File: src/rtl/seg_scan_ctrl_if.sv
// Display-side signal bundle for seg_scan_ctrl: value load/blanking control in,
// segment/anode drive and status out.
interface seg_scan_ctrl_if;
  logic        load;
  logic [15:0] din;
  logic        blank_lz;
  logic [6:0]  seg;
  logic [3:0]  an;
  logic        upd_pend;
  logic        frame_done;

  modport master (
    output load, din, blank_lz,
    input  seg, an, upd_pend, frame_done
  );

  modport slave (
    input  load, din, blank_lz,
    output seg, an, upd_pend, frame_done
  );
endinterface

File: src/rtl/seg_scan_ctrl.sv
// Four-digit multiplexed seven-segment scanner with frame-synchronous value
// updates, leading-zero blanking and invalid-BCD blanking.
module bcd_7_seg (
  input  logic [3:0] bcd_i,
  output logic [6:0] seg_o
);
  // Active-high segments, bit order {g,f,e,d,c,b,a}
  always_comb begin
    seg_o = '0;
    case (bcd_i)
      4'd0:    seg_o = 7'h3F;
      4'd1:    seg_o = 7'h06;
      4'd2:    seg_o = 7'h5B;
      4'd3:    seg_o = 7'h4F;
      4'd4:    seg_o = 7'h66;
      4'd5:    seg_o = 7'h6D;
      4'd6:    seg_o = 7'h7D;
      4'd7:    seg_o = 7'h07;
      4'd8:    seg_o = 7'h7F;
      4'd9:    seg_o = 7'h6F;
      default: seg_o = '0;
    endcase
  end
endmodule

module seg_scan_ctrl #(
  parameter int unsigned REFRESH_DIV = 100000
) (
  input  logic           clk,
  input  logic           rst,
  seg_scan_ctrl_if.slave bus
);
  localparam int unsigned   CW       = $clog2(REFRESH_DIV);
  localparam logic [CW-1:0] DIV_LAST = CW'(REFRESH_DIV - 1);

  typedef enum logic {ST_IDLE, ST_PEND} state_e;

  state_e        state_q, state_d;
  logic [CW-1:0] div_cnt_q, div_cnt_d;
  logic [1:0]    idx_q, idx_d;
  logic [15:0]   active_q, active_d;
  logic [15:0]   pend_q, pend_d;
  logic          tick;
  logic          frame_done;
  logic [3:0]    blank;
  logic [3:0]    cur_nib;
  logic [6:0]    seg_w;

  always_ff @(posedge clk) begin
    if (rst) begin
      state_q   <= ST_IDLE;
      div_cnt_q <= '0;
      idx_q     <= '0;
      active_q  <= '0;
      pend_q    <= '0;
    end else begin
      state_q   <= state_d;
      div_cnt_q <= div_cnt_d;
      idx_q     <= idx_d;
      active_q  <= active_d;
      pend_q    <= pend_d;
    end
  end

  always_comb begin
    tick       = (div_cnt_q == DIV_LAST);
    div_cnt_d  = tick ? '0 : div_cnt_q + CW'(1);
    idx_d      = tick ? idx_q + 2'd1 : idx_q;
    frame_done = tick && (idx_q == 2'd3);
  end

  // A load coinciding with the frame boundary bypasses the pending register
  // and supersedes whatever was waiting there.
  always_comb begin
    state_d  = state_q;
    pend_d   = pend_q;
    active_d = active_q;
    if (frame_done) begin
      if (bus.load) begin
        active_d = bus.din;
      end else if (state_q == ST_PEND) begin
        active_d = pend_q;
      end
      state_d = ST_IDLE;
    end else if (bus.load) begin
      pend_d  = bus.din;
      state_d = ST_PEND;
    end
  end

  always_comb begin
    blank[0] = (active_q[3:0] > 4'd9);
    blank[1] = (active_q[7:4] > 4'd9)   || (bus.blank_lz && (active_q[15:4] == '0));
    blank[2] = (active_q[11:8] > 4'd9)  || (bus.blank_lz && (active_q[15:8] == '0));
    blank[3] = (active_q[15:12] > 4'd9) || (bus.blank_lz && (active_q[15:12] == '0));
    cur_nib  = active_q[{idx_q, 2'b00} +: 4];
  end

  bcd_7_seg u_dec (
    .bcd_i (cur_nib),
    .seg_o (seg_w)
  );

  assign bus.seg        = seg_w;
  assign bus.an         = blank[idx_q] ? 4'b1111 : ~(4'b0001 << idx_q);
  assign bus.upd_pend   = (state_q == ST_PEND);
  assign bus.frame_done = frame_done;
endmodule
File: src/flat_wrapper.sv
// flat-port wrapper written by rule: the top's interface ports become plain ports
module seg_scan_ctrl_flat 
#(
  parameter int unsigned REFRESH_DIV = 100000
)
  (clk, rst, bus_load, bus_din, bus_blank_lz, bus_seg, bus_an, bus_upd_pend, bus_frame_done);
  seg_scan_ctrl_if bus_i ();
  input  logic clk;
  input  logic rst;
  input wire logic [$bits(bus_i.load)-1:0] bus_load;
  input wire logic [$bits(bus_i.din)-1:0] bus_din;
  input wire logic [$bits(bus_i.blank_lz)-1:0] bus_blank_lz;
  output wire logic [$bits(bus_i.seg)-1:0] bus_seg;
  output wire logic [$bits(bus_i.an)-1:0] bus_an;
  output wire logic [$bits(bus_i.upd_pend)-1:0] bus_upd_pend;
  output wire logic [$bits(bus_i.frame_done)-1:0] bus_frame_done;
  assign bus_i.load = bus_load;
  assign bus_i.din = bus_din;
  assign bus_i.blank_lz = bus_blank_lz;
  assign bus_seg = bus_i.seg;
  assign bus_an = bus_i.an;
  assign bus_upd_pend = bus_i.upd_pend;
  assign bus_frame_done = bus_i.frame_done;
  seg_scan_ctrl #(.REFRESH_DIV(REFRESH_DIV)) u_core (.clk(clk), .rst(rst), .bus(bus_i));
endmodule
File: config.mk
export PLATFORM = sky130hd
export DESIGN_NAME = seg_scan_ctrl_flat
export DESIGN_NICKNAME = d
export VERILOG_FILES = /design/src/rtl/seg_scan_ctrl_if.sv /design/src/rtl/seg_scan_ctrl.sv /design/src/flat_wrapper.sv
export SDC_FILE = /design/constraint.sdc
export NUM_CORES = 1
export LEC_CHECK = 0
export CELL_PAD_IN_SITES_DETAIL_PLACEMENT = 0
export CELL_PAD_IN_SITES_GLOBAL_PLACEMENT = 1
export CORE_ASPECT_RATIO = 0.6
export CORE_MARGIN = 5
export CORE_UTILIZATION = 41
export CTS_CLUSTER_DIAMETER = 150
export DETAILED_ROUTE_END_ITERATION = 10
export PLACE_DENSITY = 0.85
export REMOVE_ABC_BUFFERS = 1
export SLEW_MARGIN = 20
export SYNTH_ARGS = -nofsm -noshare
export SYNTH_HDL_FRONTEND = slang
export SYNTH_HIERARCHICAL = 1
export SYNTH_SLANG_ARGS = --single-unit
File: constraint.sdc
create_clock -name clk -period 6.4 [get_ports clk]
set_clock_uncertainty 0.15 [all_clocks]
set_input_delay 0.96 -clock clk [delete_from_list [all_inputs] [get_ports clk]]
set_output_delay 0.96 -clock clk [all_outputs]
set_load 0.01 [all_outputs]
# After elaboration in Yosys (flattened, before gate mapping)
# Memories as Yosys holds them, arrays and structs flattened.
# Index checks and enable logic that the tools add are counted.
[word_totals] regBits=52 rom_bits=112 in_bits=20 out_inout_bits=13 word_cells=39 memories=1
[mem_list] memory="(name not given)" words=16 width=7 read_ports=1 rd_clocked_by_memory_dff=0 wr=0 line_no="seg_scan_ctrl.sv:10" rtl="case (bcd_i)"
[classes] add_sub_neg=2 order_cmp=5 n_eq_ne=2 n_shift=2 n_mux=5 bitwise=2 reduce_logical=15
[op_table] operator="$mux 16" count=2
[op_table] operator="$add 17x1->17 const B" count=1
[op_table] operator="$eq 17x17->1 const B" count=1
[op_table] operator="$gt 4x4->1 const B" count=4
[op_table] operator="$shiftx 16x5->4" count=1
[op_table] operator="$logic_not 12->1" count=1
[op_table] operator="$logic_not 8->1" count=1
[op_table] operator="$logic_and 1x1->1" count=4
[op_table] operator="$logic_not 4->1" count=1
[op_table] operator="$mux 4" count=1
[op_table] operator="$not 4->4" count=1
[op_table] operator="$reduce_and 2->1" count=2
[op_table] operator="$reduce_or 2->1" count=2
[op_table] operator="$shl 1x2->4 const A" count=1
[op_table] operator="$logic_or 1x1->1" count=3
[op_table] operator="$lt 2x3->1 const B" count=1
[op_table] operator="$add 2x1->2 const B" count=1
[op_table] operator="$bmux 1 s2" count=1
[op_table] operator="$eq 2x2->1 const B" count=1
[op_table] operator="$reduce_bool 2->1" count=1
[op_table] operator="$mux 1" count=1
[op_table] operator="$not 1->1" count=1

# Depth between registers and ports, before layout
# Gate-level depths: netlist of run 1.
[depth] word_depth=6 mapped_depth=7 mapped_depth_nobuf=6

# Hierarchy
# Netlist of run 1, hierarchy kept.
[by_module_without_submodules] mod="seg_scan_ctrl" n_inst=1 cells_each=294 area_each_um2=2800.2 seq_area_each_um2=1041.0
[by_module_without_submodules] mod="bcd_7_seg" n_inst=1 cells_each=28 area_each_um2=220.2 seq_area_each_um2=0.0

# Worst setup path before layout of run 1
# No wires, ideal clock.
[synth_path] path_kind="register to output" start="reg u_core.idx_q[0]" end="out bus_seg[1]" t_arrival_ns=1.993 required_ns=5.290 slack_ns=3.297 path_stages_with_launch=6 n_path_buf=1 cell_sequence="dfxtp_1 clkbuf_1 mux4_2 inv_1 ha_1 o21ai_0"
[synth_via] elab_chain_cells=2
[synth_rtl] item="from (decl)" line_no="seg_scan_ctrl.sv:40" rtl="logic [1:0] idx_q, idx_d;"
[synth_rtl] item="from (signal assigned)" line_no="seg_scan_ctrl.sv:59" rtl="idx_q <= idx_d;"
[synth_rtl] item="$shiftx 16x5->4" line_no="seg_scan_ctrl.sv:96" rtl="cur_nib = active_q[{idx_q, 2'b00} +: 4];"
[synth_rtl] item="named net u_core.cur_nib[1]" line_no="seg_scan_ctrl.sv:46" rtl="logic [3:0] cur_nib;"
[synth_rtl] item="$mem_v2 16x7"
[synth_rtl] item="to (decl)" line_no="flat_wrapper.sv:13" rtl="output wire logic [$bits(bus_i.seg)-1:0] bus_seg;"
# The timed path passes the listed nets, and every way through them passes these cells.

# Worst setup path in the final report of run 1
# Same ends and word-level chain as after synthesis.

==> run_results.csv, run 1 <==
group,metric,value,unit
clock_tree,hold_buffers,0,
finish,drive_above_1_share,0.117,
finish,antenna_cells,0,
synthesis,synthDistinctLibCells,44,
clock_tree,cts_setup_buffers,0,
synthesis,ys_ff_latch,52,
clock_tree,tritoncts,"built",
timing,finalSetupViolations,0,
synthesis,yosys.area.top_type,"dfxtp_1",
routing,ant_nets,0,
timing,final-hold-violation-count,0,
routing,vias_per_cell,5.30,
floorplan,row_count,24,
placed_design,detailed_place_hpwl,4.44,mm
critical_path,path_class,"flip-flop to output pin",
critical_path,crit_start,"u_core/idx_q[0]",
floorplan,die_w,121,um
clock_tree,cts_inserted_buffers,5,
status,status,"completed",
power_and_ir_drop,fin_total_pwr,0.000690,W
clock_tree,htreeDepth,2,
timing,tightest_slew,735,ps
global_route,grt_usage,0.138,
floorplan,die-area,9240,sq um
floorplan,io_pins,33,
critical_path,crit_required,5290,ps
timing,period_needed,3930,ps
finish,mostFrequentLayoutCell,"dfxtp_1",
finish,layout_common_cells,"52 x dfxtp_1, 38 x nor2_1, 33 x mux2i_1",
timing,setup_tns,0,ps
critical_path,endpoint,"bus_seg[1]",
critical_path,r2r_start,"u_core/div_cnt_q[0]",
clock_tree,clk_latency,290,ps
clock_tree,clkTransAtPathRegs,70,ps
critical_path,end_kind,"output pin",
critical_path,startpoint_type,"flip-flop",
power_and_ir_drop,p_per_area,195,nW/um^2
finish,nets,379,
critical_path,arrival,2820,ps
synthesis,yosysSeqAreaShare,0.345,
timing,period_share,0.615,
synthesis,yosys_warnings,6,
floorplan,die_y,76.5,um
clock_tree,cts_resized,0,
global_route,grt_overflow_total,0,
clock_tree,cts.sinks,52,
global_route,antenna_found_initial,0,
flow_run,maxCapViolations,0,
clock_tree,clockRootBuffer,"clkbuf_16",
routing,drt-wirelength-per-cell,14.0,um
timing,slew_headroom,0.510,
placed_design,port_buffers,32,
critical_path,r2r_cells,5,
power_and_ir_drop,p_leak,1.35,nW
finish,area_growth,17.4,%
critical_path,r2r-end,"u_core/active_q[10]",
routing,dr.pass1.iters,4,
hold_path,worstHoldPathType,"flip-flop to flip-flop",
routing,totalWireLength,6.17,mm
synthesis,synth_area,3020,sq um
routing,drc,0,
global_route,grt_pass1_vias,2147,
critical_path,regToRegSetupSlack,3790,ps
global_route,grt_max_degree,70,
routing,drt_iter0_drc,171,
clock_tree,clockBufferDepth,2,
synthesis,synth.area.top_cells,"dfxtp_1 34%, mux2i_1 11%, nand2b_1 6.6%",
floorplan,initial_core_util,0.419,
timing,max_freq,254,MHz
timing,rsz0062_at_grt,"false",
timing,slew_violations,0,
synthesis,netlist_instances,322,
routing,vias,2333,
synthesis,avgSynthCellArea,9.38,sq um
floorplan,coreArea,7210,sq um
critical_path,critPathMaxFanout,11,
global_route,grt_pass1_wl,10.5,mm
placed_design,globalplace.congestion,0.864,
finish,fillerInstances,682,
synthesis,synth_top_area_share,0.345,
power_and_ir_drop,ir_worst_vdd,87.7,uV
==> Yosys cell counts (all sizes together) <==
cell     instances
or2              2
a22oi            1
o21bai           1
nand2b          33
mux2i           33
nand3b           1
nand3            9
inv             16
nor2            38
buf              6
nand4            5
a31o             2
or4              2
xor2             1
nor3             5
nor4             7
or3              3
xnor2           12
dfxtp           52
mux2            16
and2             1
o2111ai          1
mux4             4
a31oi            3
o31a             1
a21o             2
nor2b           15
nand2            4
o22ai            5
ha              11
nand4bb          1
o311ai           1
o21ai           11
o211ai           1
a21oi            6
clkbuf          10
==> worst min path at each step <==
stage / from / endpoint / slack (ps) / cells past startpoint
6_report: u_core/div_cnt_q[0] / u_core/div_cnt_q[0] / 310 / 1
3_5_place_dp: u_core/div_cnt_q[0] / u_core/div_cnt_q[0] / 300 / 1
5_1_grt: u_core/div_cnt_q[0] / u_core/div_cnt_q[0] / 340 / 1
3_3_place_gp: u_core/div_cnt_q[0] / u_core/div_cnt_q[0] / 290 / 1
4_1_cts: u_core/div_cnt_q[0] / u_core/div_cnt_q[0] / 310 / 1
2_1_floorplan: u_core/div_cnt_q[0] / u_core/div_cnt_q[0] / 280 / 1
==> layer usage <==
layer / up-vias / part of all wire / GRT usage
li1: 1164 / - / -
met1: 1099 / 0.54 / 0.217
met2: 63 / 0.39 / 0.183
met3: 7 / 0.054 / 0.0304
met4: 0 / 0.010 / 0.0452
met5: - / 0 / 0
==> cells by family (layout without fill, tap and decap cells) <==
logic type,Yosys count,in the layout,synth area share
DFF,52,52,0.345
buffers and inverters,32,59,0.0501
adders and majority gates,11,11,0.0456
muxes,53,53,0.211
and+or+nand+nor,126,126,0.231
xor gates and xnor gates,13,13,0.0377
AOI/OAI and AO/OA,35,35,0.0800
==> state kept, by name, indices dropped and copies added (netlist names) <==
| signal | cells |
|---|---|
| u_core/active_q | 16 |
| u_core/bus.upd_pend | 1 |
| u_core/div_cnt_q | 17 |
| u_core/idx_q | 2 |
| u_core/pend_q | 16 |
==> stage by stage <==
stage	instance area (sq um)	hold WS, ps	utilization	worst slack (ps)	instances
floorplan	2930	280	-	3440	306
finish	3540	309	0.492	2470	440
global route	3540	336	0.492	2290	440
detailed placement	3380	299	0.469	2670	432
CTS	3540	314	0.492	2450	440
global placement	3380	291	0.469	2760	432
==> worst max-delay path, stage by stage (launching register included) <==
cell             delay [ps]
dfxtp_1                 620
mux4_2                  660
inv_1                   180
ha_1                    270
o21ai_0                 210
clkdlybuf4s50_1         590
==> layout make-up <==
cell class	count	area [sq um]	area share
Clock buffer	6	129	0.0364
Timing Repair Buffer	35	338	0.0953
Multi-Input combinational cell	238	1830	0.516
Sequential cell	52	1040	0.294
Tap cell	91	114	0.0321
Clock inverter	2	35.0	0.00988
Inverter	16	60.1	0.0169
==> where the power goes <==
part	total (W)	switching [W]	internal, W
Combinational	0.0000548	0.0000258	0.0000290
Sequential	0.000337	0.00000483	0.000332
Clock	0.000298	0.000114	0.000184
Note: power is estimated with default switching activity, not from simulation.
==> run 2, diff against run 1 <==
Settings changed: CORE_UTILIZATION 41 to 39, PLACE_DENSITY 0.85 to 0.84.
Clock period 6.4 ns to 3.6 ns, I/O delays scaled along.
==> run_results.csv, run 2 (synthesis results as in run 1) <==
group,metric,value,unit
global_route,grt_pass1_wl,10.3,mm
global_route,grt_pass1_vias,2088,
critical_path,r2r-end,"u_core/active_q[10]",
clock_tree,clk_latency,290,ps
clock_tree,clkTransAtPathRegs,70,ps
clock_tree,clockRootBuffer,"clkbuf_16",
placed_design,detailedPlace.worstSlack,484,ps
timing,finalSetupViolations,0,
critical_path,critPathMaxFanout,11,
global_route,use_met3,0.0316,
critical_path,r2r_cells,5,
clock_tree,htreeDepth,2,
global_route,grt_overflow_total,0,
global_route,grt_max_degree,44,
placed_design,detailed_place_hpwl,4.54,mm
placed_design,globalplace.congestion,0.832,
hold_path,hold_end,"u_core/div_cnt_q[0]",
hold_path,min_from,"u_core/div_cnt_q[0]",
timing,slew_headroom,0.512,
global_route,grtUsageMet1,0.208,
timing,worst_hold_slack,316,ps
clock_tree,hold_buffers,0,
routing,drt_iter0_drc,101,
clock_tree,cts.sinks,52,
floorplan,coreArea,7390,sq um
hold_path,min_path_cells,1,
finish,fillerInstances,711,
global_route,grt_usage,0.133,
timing,final-hold-violation-count,0,
timing,period_needed,3260,ps
finish,top_register,"u_core/div_cnt_q",
routing,drt-wirelength-per-cell,13.8,um
finish,post-route-util,0.490,
finish,mostFrequentLayoutCell,"dfxtp_1",
global_route,met2_usage,0.182,
routing,vias_per_cell,5.00,
clock_tree,cts_inserted_buffers,5,
floorplan,io_pins,33,
finish,antenna_cells,0,
critical_path,end_kind,"output pin",
routing,totalWireLength,6.28,mm
power_and_ir_drop,ir_worst_vdd,236,uV
timing,rsz0062_at_grt,"false",
finish,drive_above_1_share,0.126,
power_and_ir_drop,p_leak,1.38,nW
timing,tightest_slew,731,ps
finish,top_regs,"u_core/div_cnt_q x17, u_core/active_q x16, u_core/pend_q x16",
critical_path,crit_required,2910,ps
clock_tree,tritoncts,"built",
finish,nets,380,
finish,area_growth,19.9,%
timing,worst_slack,343,ps
timing,max_freq,307,MHz
floorplan,die_y,78.2,um
critical_path,startpoint_type,"flip-flop",
floorplan,die_w,124,um
power_and_ir_drop,fin_total_pwr,0.00138,W
clock_tree,clockBufferDepth,2,
critical_path,r2r_start,"u_core/div_cnt_q[0]",
timing,period_share,0.905,
status,status,"completed",
placed_design,port_buffers,32,
timing,slew_violations,0,
finish,layout_common_cells,"51 x dfxtp_1, 38 x nor2_1, 33 x mux2i_1",
global_route,top_usage_layer,"met1",
power_and_ir_drop,p_per_area,380,nW/um^2
routing,dr.pass1.iters,4,
timing,setup_tns,0,ps
routing,ant_nets,0,
critical_path,arrival,2570,ps
floorplan,initial_core_util,0.409,
floorplan,row_count,24,
finish,largest_reg_flops,17,
critical_path,path_class,"flip-flop to output pin",
global_route,antenna_found_initial,0,
floorplan,die-area,9660,sq um
routing,vias,2270,
routing,drc,0,
hold_path,worstHoldPathType,"flip-flop to flip-flop",
flow_run,maxCapViolations,0,
critical_path,regToRegSetupSlack,930,ps
[run 2: cell types whose count changed in the layout (fill, tap and decap cells not counted)]
| cell | change |
|---|---|
| buf_4 | +1 |
| bufinv_16 | +2 |
| clkbuf_1 | -1 |
| clkinv_2 | -1 |
| dfxtp_1 | -1 |
| dfxtp_2 | +1 |
[run 2: how the worst max path moves through the flow]
stage / slack [ps] / start / to / cells past startpoint
after floorplan: 1060 / u_core/idx_q[0] / bus_seg[1] / 4
after global placement: 520 / u_core/idx_q[0] / bus_seg[1] / 5
after detailed placement: 480 / u_core/idx_q[0] / bus_seg[1] / 5
after CTS: 170 / u_core/idx_q[0] / bus_seg[1] / 5
after global routing: 130 / u_core/idx_q[0] / bus_seg[1] / 5
final: 340 / u_core/idx_q[0] / bus_seg[1] / 5
[run 2: layout make-up]
cell class	count	area, sq um	area share
multi-input combinational	238	1830	0.505
sequential	52	1040	0.288
timing repair buffer	36	345	0.0954
tap	104	130	0.0359
clock buffer	5	125	0.0346
clock inverter	3	90.1	0.0249
inverter	16	60.1	0.0166
[run 2: layer usage]
metal	wire (um)	part of all wire
met4	50	0.0080
met1	3510	0.56
met3	318	0.051
met2	2400	0.38
met5	0	0
[run 2: repair_timing]
action	4_1_cts	5_1_grt
buffers inserted	0	0
endpoints found under the setup margin	0	1
gates resized for setup	0	1
[run 2: worst max-delay path, stage by stage (launching register included)]
cell and delay, ps:
dfxtp_2 470, mux4_2 630, inv_1 180, ha_1 270, o21ai_0 170, clkdlybuf4s50_1 560
[run 2: metrics by stage]
step | area, sq um | instances
6_report | 3620 | 454
5_1_grt | 3620 | 454
4_1_cts | 3620 | 454
3_5_place_dp | 3400 | 446
3_3_place_gp | 3400 | 446
2_1_floorplan | 2930 | 306
[run 2: power by group]
part           switching [W]  leakage (nW)  total (W)  internal, W
Combinational      0.0000453         0.852  0.0000974    0.0000522
Sequential        0.00000921         0.423   0.000599     0.000590
Clock               0.000212         0.104   0.000681     0.000469
==> run 3, diff against run 2 <==
--- a/constraint.sdc
+++ b/constraint.sdc
@@ -4,2 +4,2 @@
 set_output_delay 0.54 -clock clk [all_outputs]
-set_load 0.01 [all_outputs]
+set_load 0.1 [all_outputs]
==> run_results.csv, run 3 (synthesis results as in run 1) <==
group,metric,value,unit
global_route,grt_pass1_vias,1933,
power_and_ir_drop,ir_worst_vdd,214,uV
finish,largest_reg_flops,17,
timing,worst_hold_slack,323,ps
routing,drt_iter0_drc,64,
global_route,antenna_found_initial,0,
clock_tree,cts.sinks,52,
clock_tree,tritoncts,"built",
finish,layout_common_cells,"52 x dfxtp_1, 38 x nor2_1, 33 x mux2i_1",
critical_path,max_stage_delay,650,ps
finish,top_regs,"u_core/div_cnt_q x17, u_core/active_q x16, u_core/pend_q x16",
timing,worst_slack,376,ps
clock_tree,clk_latency,280,ps
critical_path,path_class,"flip-flop to output pin",
timing,max_freq,310,MHz
critical_path,r2r_cells,4,
placed_design,detailedPlace.worstSlack,668,ps
floorplan,initial_core_util,0.409,
finish,top_register,"u_core/div_cnt_q",
global_route,grt_pass1_wl,9.90,mm
critical_path,crit_family,"multiplexers",
clock_tree,clockRootBuffer,"clkbuf_16",
floorplan,die-area,9660,sq um
hold_path,worstHoldPathType,"flip-flop to flip-flop",
placed_design,globalplace.congestion,0.834,
clock_tree,cts_resized,0,
critical_path,critPathBufInv,2,
clock_tree,htreeDepth,2,
routing,dr.pass1.iters,4,
floorplan,io_pins,33,
critical_path,end_kind,"output pin",
global_route,grt_max_degree,47,
routing,totalWireLength,6.14,mm
routing,drc,0,
timing,slew_violations,0,
floorplan,coreArea,7390,sq um
clock_tree,cts_setup_buffers,0,
floorplan,row_count,24,
clock_tree,hold_buffers,0,
critical_path,cp.depth,5,
floorplan,die_w,124,um
finish,area_growth,19.3,%
routing,drt-wirelength-per-cell,13.5,um
finish,post-route-util,0.488,
power_and_ir_drop,p_leak,1.39,nW
placed_design,detailed_place_hpwl,4.55,mm
hold_path,min_path_cells,1,
clock_tree,cts_inserted_buffers,5,
routing,vias,2253,
flow_run,maxCapViolations,0,
routing,ant_nets,0,
critical_path,crit_path_top_delay_cell,"mux4_2",
global_route,grt_overflow_total,0,
power_and_ir_drop,p_per_area,353,nW/um^2
critical_path,crit_required,2910,ps
timing,tightest_slew,966,ps
critical_path,critPathMaxFanout,11,
critical_path,arrival,2530,ps
timing,rsz0062_at_grt,"false",
critical_path,startpoint_type,"flip-flop",
finish,nets,381,
finish,drive_above_1_share,0.160,
floorplan,die_y,78.2,um
timing,period_needed,3220,ps
timing,slew_headroom,0.354,
finish,mostFrequentLayoutCell,"dfxtp_1",
critical_path,crit_chain,"mux4_2 > inv_1 > ha_1 > o21ai_0 > buf_12",
timing,finalSetupViolations,0,
clock_tree,clockBufferDepth,2,
timing,period_share,0.896,
status,status,"completed",
global_route,grt_usage,0.126,
clock_tree,clkTransAtPathRegs,70,ps
timing,final-hold-violation-count,0,
finish,antenna_cells,0,
placed_design,port_buffers,32,
routing,vias_per_cell,4.95,
## run 3: cell types whose count changed in the layout (fill, tap and decap cells not counted), sizes merged
cell           before  now
buf                 5   18
clkbuf              5    7
clkdlybuf4s50      31   19
bufinv              3    1
## run 3: power by group
group	switching (W)	internal [W]
Sequential	0.00000934	0.000590
Combinational	0.0000517	0.0000524
Clock	0.000201	0.000366
## run 3: final cells by class
| type | count | area, sq um |
|---|---|---|
| Inverter | 16 | 60.1 |
| Tap cell | 104 | 130 |
| Clock inverter | 1 | 30.0 |
| Timing Repair Buffer | 37 | 360 |
| Fill cell | 714 | 3780 |
| Clock buffer | 7 | 153 |
| Sequential cell | 52 | 1040 |
| Multi-Input combinational cell | 238 | 1830 |
## run 3: final timing paths
path / from / to / slack (ps)
setup / recovery: u_core/idx_q[0] / bus_seg[1] / 380
hold / removal: u_core/div_cnt_q[0] / u_core/div_cnt_q[0] / 320
setup reg to reg: u_core/div_cnt_q[13] / u_core/active_q[5] / 1150
hold reg to reg: u_core/div_cnt_q[0] / u_core/div_cnt_q[0] / 320
## run 3: stage by stage
stage	cells	cell area [sq um]	TNS, ps	total power, W
6_report	455	3600	0	0.00127
5_1_grt	455	3600	0	0.00132
4_1_cts	455	3600	0	0.00129
3_5_place_dp	447	3420	0	0.000717
3_3_place_gp	447	3420	0	0.000713
2_1_floorplan	306	2930	-3350	0.000664
## run 3: worst reg2reg max path, cell delays in order (launching register included)
cell and delay [ps]:
dfxtp_1 370, or4_4 590, nor3_4 360, o2111ai_4 440, mux2_4 440
## run 3: metal layers
metal,up-vias,part of all wire,track usage,routed length [um]
met2,52,0.38,0.158,2320
met1,1028,0.56,0.206,3410
li1,1168,-,-,-
met5,-,0,0,0
met4,0,0.0065,0.0265,40
met3,5,0.061,0.0352,372
